### config.mk
export PLATFORM = sky130hd
export DESIGN_NAME = alu_cmd_sequencer_flat
export DESIGN_NICKNAME = d
export VERILOG_FILES = /design/src/rtl/alu_cmd_sequencer_if.sv /design/src/rtl/alu_cmd_sequencer.sv /design/src/flat_wrapper.sv
export SDC_FILE = /design/constraint.sdc
export NUM_CORES = 1
export LEC_CHECK = 0
export CAP_MARGIN = 10
export CORE_MARGIN = 8
export CORE_UTILIZATION = 35
export DETAILED_ROUTE_END_ITERATION = 10
export DONT_BUFFER_PORTS = 1
export PLACE_DENSITY = 0.6
export SKIP_CTS_REPAIR_TIMING = 1
export SLEW_MARGIN = 15
export SYNTH_ARGS = -nofsm -noshare
export SYNTH_HDL_FRONTEND = slang
export SYNTH_SLANG_ARGS = --single-unit
export TNS_END_PERCENT = 50
### constraint.sdc
create_clock -name clk -period 4.3 [get_ports clk]
set_input_delay 0.86 -clock clk [delete_from_list [all_inputs] [get_ports clk]]
set_output_delay 0.86 -clock clk [all_outputs]
set_load 0.1 [all_outputs]
### src/rtl/alu_cmd_sequencer_if.sv
// alu_cmd_sequencer_if
// Bundles the three channels around the command sequencer: the upstream
// command handshake, the registered drive of (and result back from) the
// combinational alu_block, and the downstream response handshake.
//   cmd_valid/cmd_ready/cmd_a/cmd_b/cmd_op : command in (valid/ready)
//   alu_a/alu_b/alu_s, alu_result          : ALU operands out, result in
//   rsp_valid/rsp_ready/rsp_result/rsp_op/rsp_seq : response out (valid/ready)
// The slave modport is the sequencer's view; master is the environment's.
interface alu_cmd_sequencer_if #(
    parameter int W = 4
);
    logic         cmd_valid;
    logic         cmd_ready;
    logic [W-1:0] cmd_a;
    logic [W-1:0] cmd_b;
    logic [1:0]   cmd_op;

    logic [W-1:0] alu_a;
    logic [W-1:0] alu_b;
    logic [1:0]   alu_s;
    logic [W-1:0] alu_result;

    logic         rsp_valid;
    logic         rsp_ready;
    logic [W-1:0] rsp_result;
    logic [1:0]   rsp_op;
    logic [7:0]   rsp_seq;

    modport slave (
        input  cmd_valid, cmd_a, cmd_b, cmd_op, alu_result, rsp_ready,
        output cmd_ready, alu_a, alu_b, alu_s, rsp_valid, rsp_result, rsp_op, rsp_seq
    );

    modport master (
        output cmd_valid, cmd_a, cmd_b, cmd_op, alu_result, rsp_ready,
        input  cmd_ready, alu_a, alu_b, alu_s, rsp_valid, rsp_result, rsp_op, rsp_seq
    );
endinterface

### src/rtl/alu_cmd_sequencer.sv
// alu_cmd_sequencer
// Command stage in front of the purely combinational alu_block. Commands are
// buffered in a DEPTH-entry FIFO, issued one at a time on registered
// alu_a/alu_b/alu_s, given one cycle to settle, and the result is captured
// and offered downstream with a wrapping 8-bit sequence number.
// Ports:
//   clk  : clock, all state changes on the rising edge
//   rst  : synchronous active-high reset
//   bus  : alu_cmd_sequencer_if.slave (command, ALU and response channels)
module alu_cmd_sequencer #(
    parameter int DEPTH = 4,
    parameter int W     = 4
) (
    input  logic                 clk,
    input  logic                 rst,
    alu_cmd_sequencer_if.slave   bus
);
    localparam int             AW         = $clog2(DEPTH);
    localparam logic [AW:0]    FULL_COUNT = (AW+1)'(DEPTH);
    localparam logic [AW:0]    CNT_ONE    = (AW+1)'(1);
    localparam logic [AW-1:0]  PTR_ONE    = AW'(1);

    typedef enum logic [1:0] {IDLE, DRIVE, HOLD} state_t;

    state_t            state_q, state_d;
    logic [2*W+1:0]    mem_q [DEPTH];
    logic [AW-1:0]     wr_ptr_q, rd_ptr_q;
    logic [AW:0]       count_q;
    logic [W-1:0]      alu_a_q, alu_a_d;
    logic [W-1:0]      alu_b_q, alu_b_d;
    logic [1:0]        alu_s_q, alu_s_d;
    logic              rsp_valid_q, rsp_valid_d;
    logic [W-1:0]      rsp_result_q, rsp_result_d;
    logic [1:0]        rsp_op_q, rsp_op_d;
    logic [7:0]        rsp_seq_q, rsp_seq_d;

    logic              full, empty, ready, push, pop;
    logic [2*W+1:0]    head;

    // Readiness is held low during reset so nothing offered then is taken.
    assign full  = (count_q == FULL_COUNT);
    assign empty = (count_q == '0);
    assign ready = !full && !rst;
    assign push  = bus.cmd_valid && ready;
    assign head  = mem_q[rd_ptr_q];

    assign bus.cmd_ready  = ready;
    assign bus.alu_a      = alu_a_q;
    assign bus.alu_b      = alu_b_q;
    assign bus.alu_s      = alu_s_q;
    assign bus.rsp_valid  = rsp_valid_q;
    assign bus.rsp_result = rsp_result_q;
    assign bus.rsp_op     = rsp_op_q;
    assign bus.rsp_seq    = rsp_seq_q;

    // FIFO storage: entries are packed as {op, b, a}; no reset needed because
    // the pointers and count alone decide which entries are live.
    always_ff @(posedge clk) begin
        if (push) begin
            mem_q[wr_ptr_q] <= {bus.cmd_op, bus.cmd_b, bus.cmd_a};
        end
    end

    // FIFO bookkeeping: pointers wrap naturally since DEPTH is a power of two;
    // a simultaneous push and pop move both pointers but leave the count.
    always_ff @(posedge clk) begin
        if (rst) begin
            wr_ptr_q <= '0;
            rd_ptr_q <= '0;
            count_q  <= '0;
        end else begin
            if (push) wr_ptr_q <= wr_ptr_q + PTR_ONE;
            if (pop)  rd_ptr_q <= rd_ptr_q + PTR_ONE;
            case ({push, pop})
                2'b10:   count_q <= count_q + CNT_ONE;
                2'b01:   count_q <= count_q - CNT_ONE;
                default: count_q <= count_q;
            endcase
        end
    end

    // Sequencer: IDLE pops and drives the ALU, DRIVE waits one cycle for the
    // combinational result to settle and captures it, HOLD offers it until
    // the downstream side takes it. Capturing rsp_op from alu_s_q (not the
    // FIFO) ties the reported op to the operands that produced the result.
    always_comb begin
        state_d      = state_q;
        pop          = 1'b0;
        alu_a_d      = alu_a_q;
        alu_b_d      = alu_b_q;
        alu_s_d      = alu_s_q;
        rsp_valid_d  = rsp_valid_q;
        rsp_result_d = rsp_result_q;
        rsp_op_d     = rsp_op_q;
        rsp_seq_d    = rsp_seq_q;
        case (state_q)
            IDLE: begin
                if (!empty) begin
                    pop     = 1'b1;
                    alu_a_d = head[W-1:0];
                    alu_b_d = head[2*W-1:W];
                    alu_s_d = head[2*W+1:2*W];
                    state_d = DRIVE;
                end
            end
            DRIVE: begin
                rsp_result_d = bus.alu_result;
                rsp_op_d     = alu_s_q;
                rsp_valid_d  = 1'b1;
                state_d      = HOLD;
            end
            HOLD: begin
                if (bus.rsp_ready) begin
                    rsp_valid_d = 1'b0;
                    rsp_seq_d   = rsp_seq_q + 8'd1;
                    state_d     = IDLE;
                end
            end
            default: state_d = IDLE;
        endcase
    end

    // State and output registers; reset drops any in-flight or pending work.
    always_ff @(posedge clk) begin
        if (rst) begin
            state_q      <= IDLE;
            alu_a_q      <= '0;
            alu_b_q      <= '0;
            alu_s_q      <= '0;
            rsp_valid_q  <= 1'b0;
            rsp_result_q <= '0;
            rsp_op_q     <= '0;
            rsp_seq_q    <= '0;
        end else begin
            state_q      <= state_d;
            alu_a_q      <= alu_a_d;
            alu_b_q      <= alu_b_d;
            alu_s_q      <= alu_s_d;
            rsp_valid_q  <= rsp_valid_d;
            rsp_result_q <= rsp_result_d;
            rsp_op_q     <= rsp_op_d;
            rsp_seq_q    <= rsp_seq_d;
        end
    end
endmodule

### src/flat_wrapper.sv
// flat-port wrapper written by rule: the top's interface ports become plain ports
module alu_cmd_sequencer_flat 
#(
    parameter int DEPTH = 4,
    parameter int W     = 4
)
  (clk, rst, bus_cmd_valid, bus_cmd_a, bus_cmd_b, bus_cmd_op, bus_alu_result, bus_rsp_ready, bus_cmd_ready, bus_alu_a, bus_alu_b, bus_alu_s, bus_rsp_valid, bus_rsp_result, bus_rsp_op, bus_rsp_seq);
  alu_cmd_sequencer_if #(.W(W)) bus_i ();
  input  logic clk;
  input  logic rst;
  input wire logic [$bits(bus_i.cmd_valid)-1:0] bus_cmd_valid;
  input wire logic [$bits(bus_i.cmd_a)-1:0] bus_cmd_a;
  input wire logic [$bits(bus_i.cmd_b)-1:0] bus_cmd_b;
  input wire logic [$bits(bus_i.cmd_op)-1:0] bus_cmd_op;
  input wire logic [$bits(bus_i.alu_result)-1:0] bus_alu_result;
  input wire logic [$bits(bus_i.rsp_ready)-1:0] bus_rsp_ready;
  output wire logic [$bits(bus_i.cmd_ready)-1:0] bus_cmd_ready;
  output wire logic [$bits(bus_i.alu_a)-1:0] bus_alu_a;
  output wire logic [$bits(bus_i.alu_b)-1:0] bus_alu_b;
  output wire logic [$bits(bus_i.alu_s)-1:0] bus_alu_s;
  output wire logic [$bits(bus_i.rsp_valid)-1:0] bus_rsp_valid;
  output wire logic [$bits(bus_i.rsp_result)-1:0] bus_rsp_result;
  output wire logic [$bits(bus_i.rsp_op)-1:0] bus_rsp_op;
  output wire logic [$bits(bus_i.rsp_seq)-1:0] bus_rsp_seq;
  assign bus_i.cmd_valid = bus_cmd_valid;
  assign bus_i.cmd_a = bus_cmd_a;
  assign bus_i.cmd_b = bus_cmd_b;
  assign bus_i.cmd_op = bus_cmd_op;
  assign bus_i.alu_result = bus_alu_result;
  assign bus_i.rsp_ready = bus_rsp_ready;
  assign bus_cmd_ready = bus_i.cmd_ready;
  assign bus_alu_a = bus_i.alu_a;
  assign bus_alu_b = bus_i.alu_b;
  assign bus_alu_s = bus_i.alu_s;
  assign bus_rsp_valid = bus_i.rsp_valid;
  assign bus_rsp_result = bus_i.rsp_result;
  assign bus_rsp_op = bus_i.rsp_op;
  assign bus_rsp_seq = bus_i.rsp_seq;
  alu_cmd_sequencer #(.DEPTH(DEPTH), .W(W)) u_core (.clk(clk), .rst(rst), .bus(bus_i));
endmodule
**Word level (Yosys, flattened, before mapping)**

Memory sizes are Yosys's and may differ from the RTL's. A register that Yosys moved wholly into a read port is not among the register bits.
Index checks and enable logic that the tools add are counted.

- Flip-flop bits (word level): 24
- Memory bits (writable): 40
- Input port bits: 18
- Output and inout port bits: 26
- Word-level logic and storage cells: 44
- Memories: 1

Memory list:

| memory | words | width | rd ports | clocked after Yosys merged registers in | write ports | line | source |
|---|---|---|---|---|---|---|---|
| u_core.mem_q | 4 | 10 | 1 | 1 | 1 | alu_cmd_sequencer.sv:26 | `logic [2*W+1:0] mem_q [DEPTH];` |

- Add/sub/neg operators: 5
- Equality and inequality tests: 7
- Mux-type cells: 10
- Bitwise logic cells: 1
- Reduce and logical (&&, ||, !) cells: 12

Operator list:

| operator | count |
|---|---|
| $add 8x1->8 const B | 1 |
| $reduce_and 2->1 | 4 |
| $pmux 2 s3 | 1 |
| $pmux 3 s2 | 1 |
| $mux 1 | 5 |
| $add 2x1->2 const B | 2 |
| $eq 2x1->1 const B | 2 |
| $eq 2x2->1 const B | 2 |
| $mux 2 | 2 |
| $ne 2x2->1 const B | 2 |
| $reduce_bool 2->1 | 2 |
| $add 3x1->3 const B | 1 |
| $eq 3x3->1 const B | 1 |
| $logic_not 3->1 | 1 |
| $sub 3x1->3 const B | 1 |
| $logic_and 1x1->1 | 2 |
| $logic_not 1->1 | 2 |
| $logic_not 2->1 | 1 |
| $pmux 1 s2 | 1 |
| $not 1->1 | 1 |

**Depth between registers and ports, before layout**

- Word-level depth: 6
- Gate-level depth with buffers: 9

**Worst setup path before layout**

OpenSTA, ideal clock, no wires.

- Path type: input -> output
- Start point: in rst
- End point: out bus_cmd_ready
- Arrival time: 2.539 ns
- Data required time: 3.440 ns
- Slack: 0.901 ns
- Stages: 3
- Buffers on the path: 2
- Cells stage by stage: clkbuf_1 -> buf_1 -> nor2_1

- Longest elaborated chain between the ends: 2

RTL lines:

| item | line | source |
|---|---|---|
| start, declared | flat_wrapper.sv:10 | `input logic rst;` |
| $logic_not 1->1 | alu_cmd_sequencer.sv:43 | `assign ready = !full && !rst;` |
| $logic_and 1x1->1 | alu_cmd_sequencer.sv:43 |  |
| end, declared | flat_wrapper.sv:17 | `output wire logic [$bits(bus_i.cmd_ready)-1:0] bus_cmd_ready;` |

Every way passes these cells.

**Final worst setup path**

- Start point: reg u_core.count_q[2]
- End point: out bus_cmd_ready

- Longest elaborated chain between the ends: 3

RTL lines:

| item | line | source |
|---|---|---|
| start, declared | alu_cmd_sequencer.sv:28 | `logic [AW:0] count_q;` |
| start signal, assigned | alu_cmd_sequencer.sv:75 | `2'b10: count_q <= count_q + CNT_ONE;` |
| start signal, assigned | alu_cmd_sequencer.sv:76 | `2'b01: count_q <= count_q - CNT_ONE;` |
| start signal, assigned | alu_cmd_sequencer.sv:77 | `default: count_q <= count_q;` |
| $eq 3x3->1 | alu_cmd_sequencer.sv:41 | `assign full = (count_q == FULL_COUNT);` |
| $logic_not 1->1 | alu_cmd_sequencer.sv:43 |  |
| $logic_and 1x1->1 | alu_cmd_sequencer.sv:43 |  |

Every way passes these cells.

==> impl_metrics.csv <==
group,metric,value,unit
place,pre_cts_ws,1.77,ns
routing,via_per_inst,4.98,
run,maxCapViolCount,0,
die,rows,33,
worst_setup_path,crit_arrival,1.68,ns
clocking,clk_latency,0.35,ns
yosys,syn_inst,222,
yosys,ys_warn_count,0,
yosys,netlist.area_leader.share,40.7,%
power_and_ir_drop,powerDensity,732,nW/um^2
timing,slew_headroom,25.8,%
global_routing,grt_pass1_vias,1631,
worst_hold_path,hold_depth,1,
clocking,clk_pin_slew,0.08,ns
power_and_ir_drop,power.leakage,1.07,nW
die,die_y,108,um
timing,setup_viol,0,
cells_and_area,final_area,3240,sq um
cells_and_area,area_delta_synth_final,9.74,%
worst_setup_path,reg2reg_slack,1.93,ns
status,outcome,"complete, no violations",
timing,period_needed,2.54,ns
worst_setup_path,path_class,"reg -> out",
place,portBuffers,0,
timing,slew_violations,0,
place,place.gp.congestion,0.708,
worst_setup_path,worst-path-buf-inv,0,
clocking,cts_tree,"yes",
routing,ant_nets,0,
worst_setup_path,start_kind,"flop",
yosys,yosysTopAreaCell,"edfxtp_1",
die,core_area,8220,sq um
cells_and_area,drive_gt1_share,15.5,%
worst_setup_path,critPathCaptureType,"output pin",
global_routing,grt_usage,9.93,%
worst_hold_path,min_from,"u_core.wr_ptr_q[0]$_SDFFE_PP0P_",
power_and_ir_drop,vdd_drop_max,0.000252,V
timing,skew,0.00924,ns
cells_and_area,fillers,778,
worst_setup_path,cp_num_cells,2,
place,place_inst,315,
die,die_x,108,um
cells_and_area,layoutNonFillerInstCount,331,
global_routing,antenna_found_initial,0,
cells_and_area,num_antenna_cells,0,
routing,first_pass_iters,4,
worst_setup_path,slowest_delay,0.81,ns
clocking,cts-root-buf,"clkbuf_8",
yosys,ys_types,37,
yosys,async_flop_share,0,%
worst_hold_path,holdPathEnd,"u_core.wr_ptr_q[0]$_SDFFE_PP0P_",
routing,detail_route.iter0.violations,63,
timing,finalSetupTns,0,ns
worst_setup_path,cp_max_fo,5,
routing,drcViolationCount,0,
worst_setup_path,reg2reg_from,"u_core.state_q[1]$_SDFFE_PP0P_",
routing,wirelength,5460,um
global_routing,gr-total-overflow,0,
cells_and_area,final_nets,246,
clocking,clockBufferDepth,2,
worst_setup_path,rr_endpoint,"u_core.count_q[2]$_SDFFE_PP0P_",
routing,wl_per_cell,16.5,um
place,dpl_cell_area,3030,sq um
timing,period_share,59.0,%
timing,worst_pin_slew,1.11,ns
die,die-area,11600,sq um
timing,rsz0062_at_grt,"no",
die,initial_core_util,36.0,%
die,io-pin-count,44,
global_routing,grt_pass1_wl,8800,um
clocking,numCtsBuffers,9,
yosys,ys_top_cells_by_area,"edfxtp_1, dfxtp_1, mux4_2",
yosys,synth_flop_cell,"edfxtp_1",
timing,hold_viol,0,
worst_setup_path,critPathRequiredTime,3.44,ns
place,hpwl,3670,um
yosys,synth_edf_count,40,
timing,finalWorstSetupSlack,1.76,ns
worst_hold_path,min_path_type,"reg -> reg",
worst_setup_path,crit_chain,"nor3b_1, nor2_2",
timing,max_freq,394,MHz
worst_setup_path,cp_slowest_cell,"nor2_2",
yosys,synth_fp_nets,247,
yosys,ys_ff_latch,74,
worst_setup_path,reg2regPathDepth,8,
yosys,ys_seq_area_share,63.7,%
clocking,cts_sinks,74,
clocking,cts_max_level,3,
worst_setup_path,critPathTopFamily,"simple AND/OR/NAND/NOR gates",
routing,vias,1648,
yosys,syn_avg_cell_area,13.3,sq um
global_routing,grt_max_degree,38,
yosys,synth_area,2950,sq um
==> layout by cell type, fill, tap and decap left out, types with 2 or more instances in the layout <==
master    count
o21ai_0      14
nand2_1       5
dfxtp_1      34
nand3_1      10
nor2_1       18
mux2i_1       8
clkbuf_8      9
inv_6         3
or3_2         3
nor3_1        3
ha_1          6
mux4_2       10
o31ai_1       2
xor2_1        4
and2_1        4
or4_1         2
inv_1         7
or3_1         3
nor2b_1       2
nor3b_1       2
edfxtp_1     40
a21oi_1      19
==> worst register-to-register path: stages (launching register included) <==
cell and delay, ns:
dfxtp_1 0.40, or2_1 0.40, nor2_1 0.22, ha_1 0.20
inv_1 0.06, fa_1 0.42, xor2_1 0.16, or3_1 0.30
a21oi_1 0.13
==> power by group <==
group,switching (mW),internal (mW),total [mW]
sequential,0.501,0.851,1.35
clock,0.285,0.279,0.564
combinational,0.252,0.205,0.457
==> per-stage QoR <==
step,power [mW],hold slack (ns),util (%)
6_report,2.37,0.522,39.5
5_1_grt,2.50,0.549,39.5
4_1_cts,2.40,0.524,39.5
3_5_place_dp,1.83,0.505,36.9
3_3_place_gp,1.82,0.492,36.9
2_1_floorplan,1.73,0.475,-
==> metal layers <==
| layer | routed length [um] | vias up | part of all wire, % | global-route usage (%) |
|---|---|---|---|---|
| met5 | 0 | - | 0 | 0 |
| met4 | 29 | 0 | 0.53 | 2.38 |
| met3 | 520 | 4 | 9.5 | 6.23 |
| met2 | 2620 | 38 | 48 | 16.1 |
| met1 | 2290 | 799 | 42 | 10.7 |
| li1 | - | 807 | - | - |
==> cell type report <==
class | instances | area [sq um] | share of cell area, %
repair buffers | 1 | 7.51 | 0.232
clock inverters | 7 | 83.8 | 2.59
inverters | 7 | 26.3 | 0.810
well taps | 105 | 131 | 4.05
multi-input cells | 128 | 987 | 30.5
flip-flops and latches | 74 | 1880 | 58.0
clock buffers | 9 | 124 | 3.82
==> cells in the mapped netlist (2+ instances only) <==
| cell | count |
|---|---|
| a21oi_1 | 19 |
| and2_1 | 4 |
| buf_1 | 2 |
| buf_2 | 3 |
| buf_4 | 2 |
| clkbuf_1 | 5 |
| dfxtp_1 | 34 |
| edfxtp_1 | 40 |
| ha_1 | 6 |
| inv_1 | 7 |
| mux2i_1 | 8 |
| mux4_2 | 10 |
| nand2_1 | 5 |
| nand3_1 | 10 |
| nor2_1 | 19 |
| nor2b_1 | 2 |
| nor3_1 | 3 |
| nor3b_1 | 2 |
| o21ai_0 | 14 |
| o31ai_1 | 2 |
| or3_1 | 3 |
| or3_2 | 3 |
| or4_1 | 2 |
| xor2_1 | 4 |
==> registers in the layout (all words and copies together) (netlist names) <==
name                   cells
u_core.bus.alu_s           2
u_core.wr_ptr_q            2
u_core.state_q             2
u_core.bus.rsp_op          2
u_core.bus.alu_b           4
u_core.bus.rsp_seq         8
u_core.rd_ptr_q            2
u_core.bus.rsp_valid       1
u_core.bus.rsp_result      4
u_core.count_q             3
u_core.bus.alu_a           4
u_core.mem_q              40
==> cells by family (layout without fill, tap and decap cells) <==
family / Yosys count / count (layout) / share of synthesized area (%)
flops: 74 / 74 / 63.7
buf+inv: 20 / 24 / 2.96
mux: 19 / 19 / 10.7
simple gates: 60 / 60 / 11.4
fa+ha+maj: 7 / 7 / 3.22
compound gates: 38 / 38 / 6.86
xor+xnor: 4 / 4 / 1.19
==> worst max-delay path by stage <==
stage / startpoint / endpoint
after detailed placement: rst / bus_cmd_ready
after global routing: u_core.count_q[2]$_SDFFE_PP0P_ / bus_cmd_ready
after CTS: u_core.count_q[2]$_SDFFE_PP0P_ / bus_cmd_ready
after global placement: rst / bus_cmd_ready
final: u_core.count_q[2]$_SDFFE_PP0P_ / bus_cmd_ready
after floorplan: rst / bus_cmd_ready
(Power assumes the default switching activity.)
==> RTL change 1: new RTL, same settings <==
`rsp_result_q` no longer has a reset.
--- a/src/rtl/alu_cmd_sequencer.sv
+++ b/src/rtl/alu_cmd_sequencer.sv
@@ -128,7 +128,6 @@
             alu_b_q      <= '0;
             alu_s_q      <= '0;
             rsp_valid_q  <= 1'b0;
-            rsp_result_q <= '0;
             rsp_op_q     <= '0;
             rsp_seq_q    <= '0;
         end else begin
@@ -137,10 +136,13 @@
             alu_b_q      <= alu_b_d;
             alu_s_q      <= alu_s_d;
             rsp_valid_q  <= rsp_valid_d;
-            rsp_result_q <= rsp_result_d;
             rsp_op_q     <= rsp_op_d;
             rsp_seq_q    <= rsp_seq_d;
         end
     end
+
+    always_ff @(posedge clk) begin
+        rsp_result_q <= rsp_result_d;
+    end
 endmodule
 
Function: differs if rst is asserted again (counterexample within 4 cycles, from zero or initial values and one cycle with rst high); with rst held inactive, the same outputs for 10 cycles.
==> RTL change 1 against the unedited design <==
- final area is 2.0% lower
- wire length decreased by 2.8%
- total power is 4.8% lower
- clock power fell by 19%
- non-clock buffer count did not move
- count of clock-buffer cells in the layout up 4
- synthesized area decreased by 1.3%
- sequential cell count did not move
- setup slack better by 0.0018 ns
- first-iteration DRC count up 33%
- sequential share of layout area grew 2.4 points
- largest power group unchanged
==> RTL change 1: results (changes against the unedited design) <==
stage,metric,value,unit,change
run_status,outcome,"complete, no violations",,
route,wl_per_cell,16.5,microns,+0.20%
cts,worstSkewPairLatency,0.34,ns,
route,post_drt_via_cell_ratio,5.04,,+1.3%
layout,drive_gt1_frac,0.157,,+0.00254
grt,grt_usage,0.0961,,-0.00322
hold_path,hold_path_class,reg2reg,,
synth,yosys.cell_types.count,34,,-8.1%
layout,fillers,769,,-1.2%
sta,tightest_slew,1.09,ns,-0.0169 ns
hold_path,hold_path_end,u_core.count_q[2]$_SDFFE_PP0P_,,
grt,grt_pass1_wl,8.43,mm,-4.2%
place,dp_cells,305,,-3.2%
place,pre_cts_ws,1.78,ns,+0.00838 ns
place,postPlaceCellArea,0.00301,sq mm,-0.78%
hold_path,hp-start,u_core.count_q[2]$_SDFFE_PP0P_,,
hold_path,min_path_cells,2,,+1
layout,final_net_count,236,,-4.1%
place,hpwl,3.61,mm,-1.7%
synth,synthTopCellsByArea,"edfxtp_1 45%, dfxtp_1 21%, mux4_2 7.7%, a21oi_1 3.3%, ha_1 2.6%",,
place,place.gp.congestion,0.690,,-2.5%
grt,grt_pass1_vias,1591,,-2.5%
synth,synth_edf_count,44,,+10%
setup_path,r2r_setup_slack,1.98,ns,+0.05 ns
sta,fin_skew,0.00693,ns,-0.00231 ns
synth,ys_top_cells_by_count,"44 x edfxtp_1, 30 x dfxtp_1, 19 x a21oi_1, 16 x nor2_1, 15 x o21ai_0",,
power_and_ir_drop,ir_drop,0.000236,V,-6.6%
synth,yosysSeqAreaShare,0.659,,+0.0219
## RTL change 1: final cells by class
cell class | count | share of cell area
flip-flops and latches | 74 | 0.605
clock buffers | 13 | 0.0469
inverters | 7 | 0.00827
multi-input cells | 118 | 0.291
clock inverters | 3 | 0.00551
repair buffers | 1 | 0.00236
well taps | 105 | 0.0414
## RTL change 1: metal layers
metal  global-route usage  routed length (microns)  vias up
li1                     -                        -      787
met1                0.109                     2260      768
met2                0.147                     2420       55
met3               0.0575                      567        9
met4               0.0302                       55        0
met5                    0                        0        -
## RTL change 1: worst max path at each step
stage | from | slack, ns | cells past startpoint | end
CTS | u_core.count_q[0]$_SDFFE_PP0P_ | 1.74 | 2 | bus_cmd_ready
global route | u_core.count_q[0]$_SDFFE_PP0P_ | 1.69 | 2 | bus_cmd_ready
detailed placement | rst | 1.78 | 1 | bus_cmd_ready
finish | u_core.count_q[0]$_SDFFE_PP0P_ | 1.76 | 2 | bus_cmd_ready
floorplan | rst | 0.91 | 3 | bus_cmd_ready
global placement | rst | 1.77 | 1 | bus_cmd_ready
## RTL change 1: power groups by stage
stage,logic (uW),clock network [uW],registers [uW]
after CTS,437,472,1380
after global routing,493,505,1390
after floorplan,404,0,1320
final,429,458,1370
after detailed placement,436,0,1390
after global placement,431,0,1390
## RTL change 1: worst max-delay path, stage by stage, from the launching register on
cell and delay, ns:
dfxtp_1 0.41, nor3b_1 0.11, nor2_2 0.81
## RTL change 1: metrics by stage
stage                util  hold WS, ns
global placement    0.370        0.496
detailed placement  0.370        0.499
floorplan               -        0.474
finish              0.391        0.511
global route        0.391        0.536
CTS                 0.391        0.513
## RTL change 1: cell families after synthesis
family,count (synthesis),synth area share
flip-flops,74,0.659
AND/OR/NAND/NOR,54,0.107
AO/OA/AOI/OAI,38,0.0695
buffers and inverters,18,0.0253
multiplexers,15,0.0948
adder cells (fa/ha/maj),7,0.0326
XOR/XNOR,4,0.0120
==> RTL change 2: new RTL, config.mk and constraints unchanged <==
Without the edit above. `DEPTH` is set to 4 in 2 places; all go to 8.
--- a/src/rtl/alu_cmd_sequencer.sv
+++ b/src/rtl/alu_cmd_sequencer.sv
@@ -8,7 +8,7 @@
 //   rst  : synchronous active-high reset
 //   bus  : alu_cmd_sequencer_if.slave (command, ALU and response channels)
 module alu_cmd_sequencer #(
-    parameter int DEPTH = 4,
+    parameter int DEPTH = 8,
     parameter int W     = 4
 ) (
     input  logic                 clk,
--- a/src/flat_wrapper.sv
+++ b/src/flat_wrapper.sv
@@ -1,7 +1,7 @@
 // flat-port wrapper written by rule: the top's interface ports become plain ports
 module alu_cmd_sequencer_flat 
 #(
-    parameter int DEPTH = 4,
+    parameter int DEPTH = 8,
     parameter int W     = 4
 )
   (clk, rst, bus_cmd_valid, bus_cmd_a, bus_cmd_b, bus_cmd_op, bus_alu_result, bus_rsp_ready, bus_cmd_ready, bus_alu_a, bus_alu_b, bus_alu_s, bus_rsp_valid, bus_rsp_result, bus_rsp_op, bus_rsp_seq);
Formal check against the unedited RTL: not equivalent (Yosys sat finds a counterexample within 10 cycles, from zero or initial values and one cycle with rst high).
==> RTL change 2 against the unedited design <==
- total power increased by 69%
- setup slack got worse by 0.14 ns
- wire length increased by 67%
- synthesized area increased by 54%
- sequential cell count increased by 43
- final area increased by 66%
- count of clock-buffer cells in the layout increased by 11
==> RTL change 2: results (changes against the unedited design) <==
stage,metric,value,unit,change
run_status,outcome,"complete, no violations",,
power_and_ir_drop,ir_drop,0.000330,V,+31%
power_and_ir_drop,powerClk,1420,uW,+150%
grt,grt_usage,0.112,,+0.0125
sta,max_slew_margin,0.228,,-0.0297
synth,yosys.area_share.xor_xnor,0.0250,,+0.0132
synth,synth_adder_area_share,0.0165,,-0.0157
synth,synth_cells,295,,+33%
setup_path,r2r_setup_slack,1.62,ns,-0.31 ns
layout,layoutNonFillerInstCount,494,,+49%
synth,synth_compound_area_frac,0.0286,,-0.0400
synth,yosys.cell_types.count,38,,+2.7%
sta,fin_hold_ws,0.533,ns,+0.0111 ns
cts,cts.clk_slew.worst_paths,0.05,ns,-0.03 ns
grt,grt_start_max_net_pins,41,,+7.9%
place,hpwl,5.60,mm,+53%
grt,grt_use_met2,0.183,,+0.0225
layout,num-nonclk-inverters,4,,-3
layout,final_net_count,334,,+36%
layout,multi_input_area_share,0.247,,-0.0577
place,place.gp.congestion,0.730,,+3.2%
synth,ys_top_cells_by_count,"80 x edfxtp_1, 37 x dfxtp_1, 35 x nor2_1, 20 x mux4_2, 17 x nor3_1",,
power_and_ir_drop,swShare,0.346,,-0.0916
layout,seq_cell_count,117,,+58%
place,dp_cells,463,,+47%
power_and_ir_drop,p_leak,0.00178,uW,+66%
cts,cts_inserted_buffers,17,,+8
place,port_buffers,0,,unchanged
grt,grt_pass1_wl,13.7,mm,+55%
grt,grt_pass1_vias,2472,,+52%
layout,largest_reg_flops,80,,+100%
route,m1WireLength,3.62,mm,+58%
place,pre_cts_ws,1.42,ns,-0.347 ns
cts,worstSkewPairLatency,0.40,ns,+0.05 ns
synth,synthTopCellsByArea,"edfxtp_1 53%, dfxtp_1 16%, mux4_2 9.9%, nor2_1 2.9%, nor3_1 1.9%",,
setup_path,worstPathMaxFanout,14,,+9
sta,max_freq,0.373,GHz,-5.4%
synth,muxShareOfSynthArea,0.119,,+0.0120
synth,syn-num-nets,319,,+29%
grt,met3_usage,0.0539,,-0.00842
route,wl_per_cell,18.4,microns,+12%
layout,bufAreaShareNonClock,0.0140,,+0.0117
layout,clock_buffers,20,,+11
hold_path,hold_path_class,in2reg,,
layout,area_delta_synth_final,18.1,%,
route,wl_met2,4.41,mm,+69%
layout,fillers,1169,,+50%
place,postPlaceCellArea,0.00477,sq mm,+57%
layout,clock_area_frac,0.111,,+0.0469
route,post_drt_via_cell_ratio,4.99,,+0.14%
cts,htreeDepth,4,,+1
grt,met1_usage,0.120,,+0.0131
power_and_ir_drop,powerComb,747,uW,+63%
synth,synth_edf_count,80,,+100%
layout,signal_buffers,10,,+9
[RTL change 2: changes by cell type after synthesis, moves of 14 or more]
cell      change
nor2_1       +16
nor3_1       +14
a21oi_1      -14
edfxtp_1     +40
[RTL change 2: critical path, cell delays in order, from the launching register on]
cell	delay [ns]
dfxtp_1	0.35
or4_1	0.63
and2_4	0.29
ha_1	0.40
or3_1	0.40
o32ai_1	0.14
mux2_2	0.36
[RTL change 2: worst paths after layout]
path                                        from                              to  cells after the start
setup / recovery  u_core.count_q[0]$_SDFFE_PP0P_  u_core.count_q[3]$_SDFFE_PP0P_                      6
hold reg to reg   u_core.count_q[2]$_SDFFE_PP0P_  u_core.count_q[2]$_SDFFE_PP0P_                      2
hold / removal                               rst  u_core.count_q[0]$_SDFFE_PP0P_                      1
setup reg to reg  u_core.count_q[0]$_SDFFE_PP0P_  u_core.count_q[3]$_SDFFE_PP0P_                      6
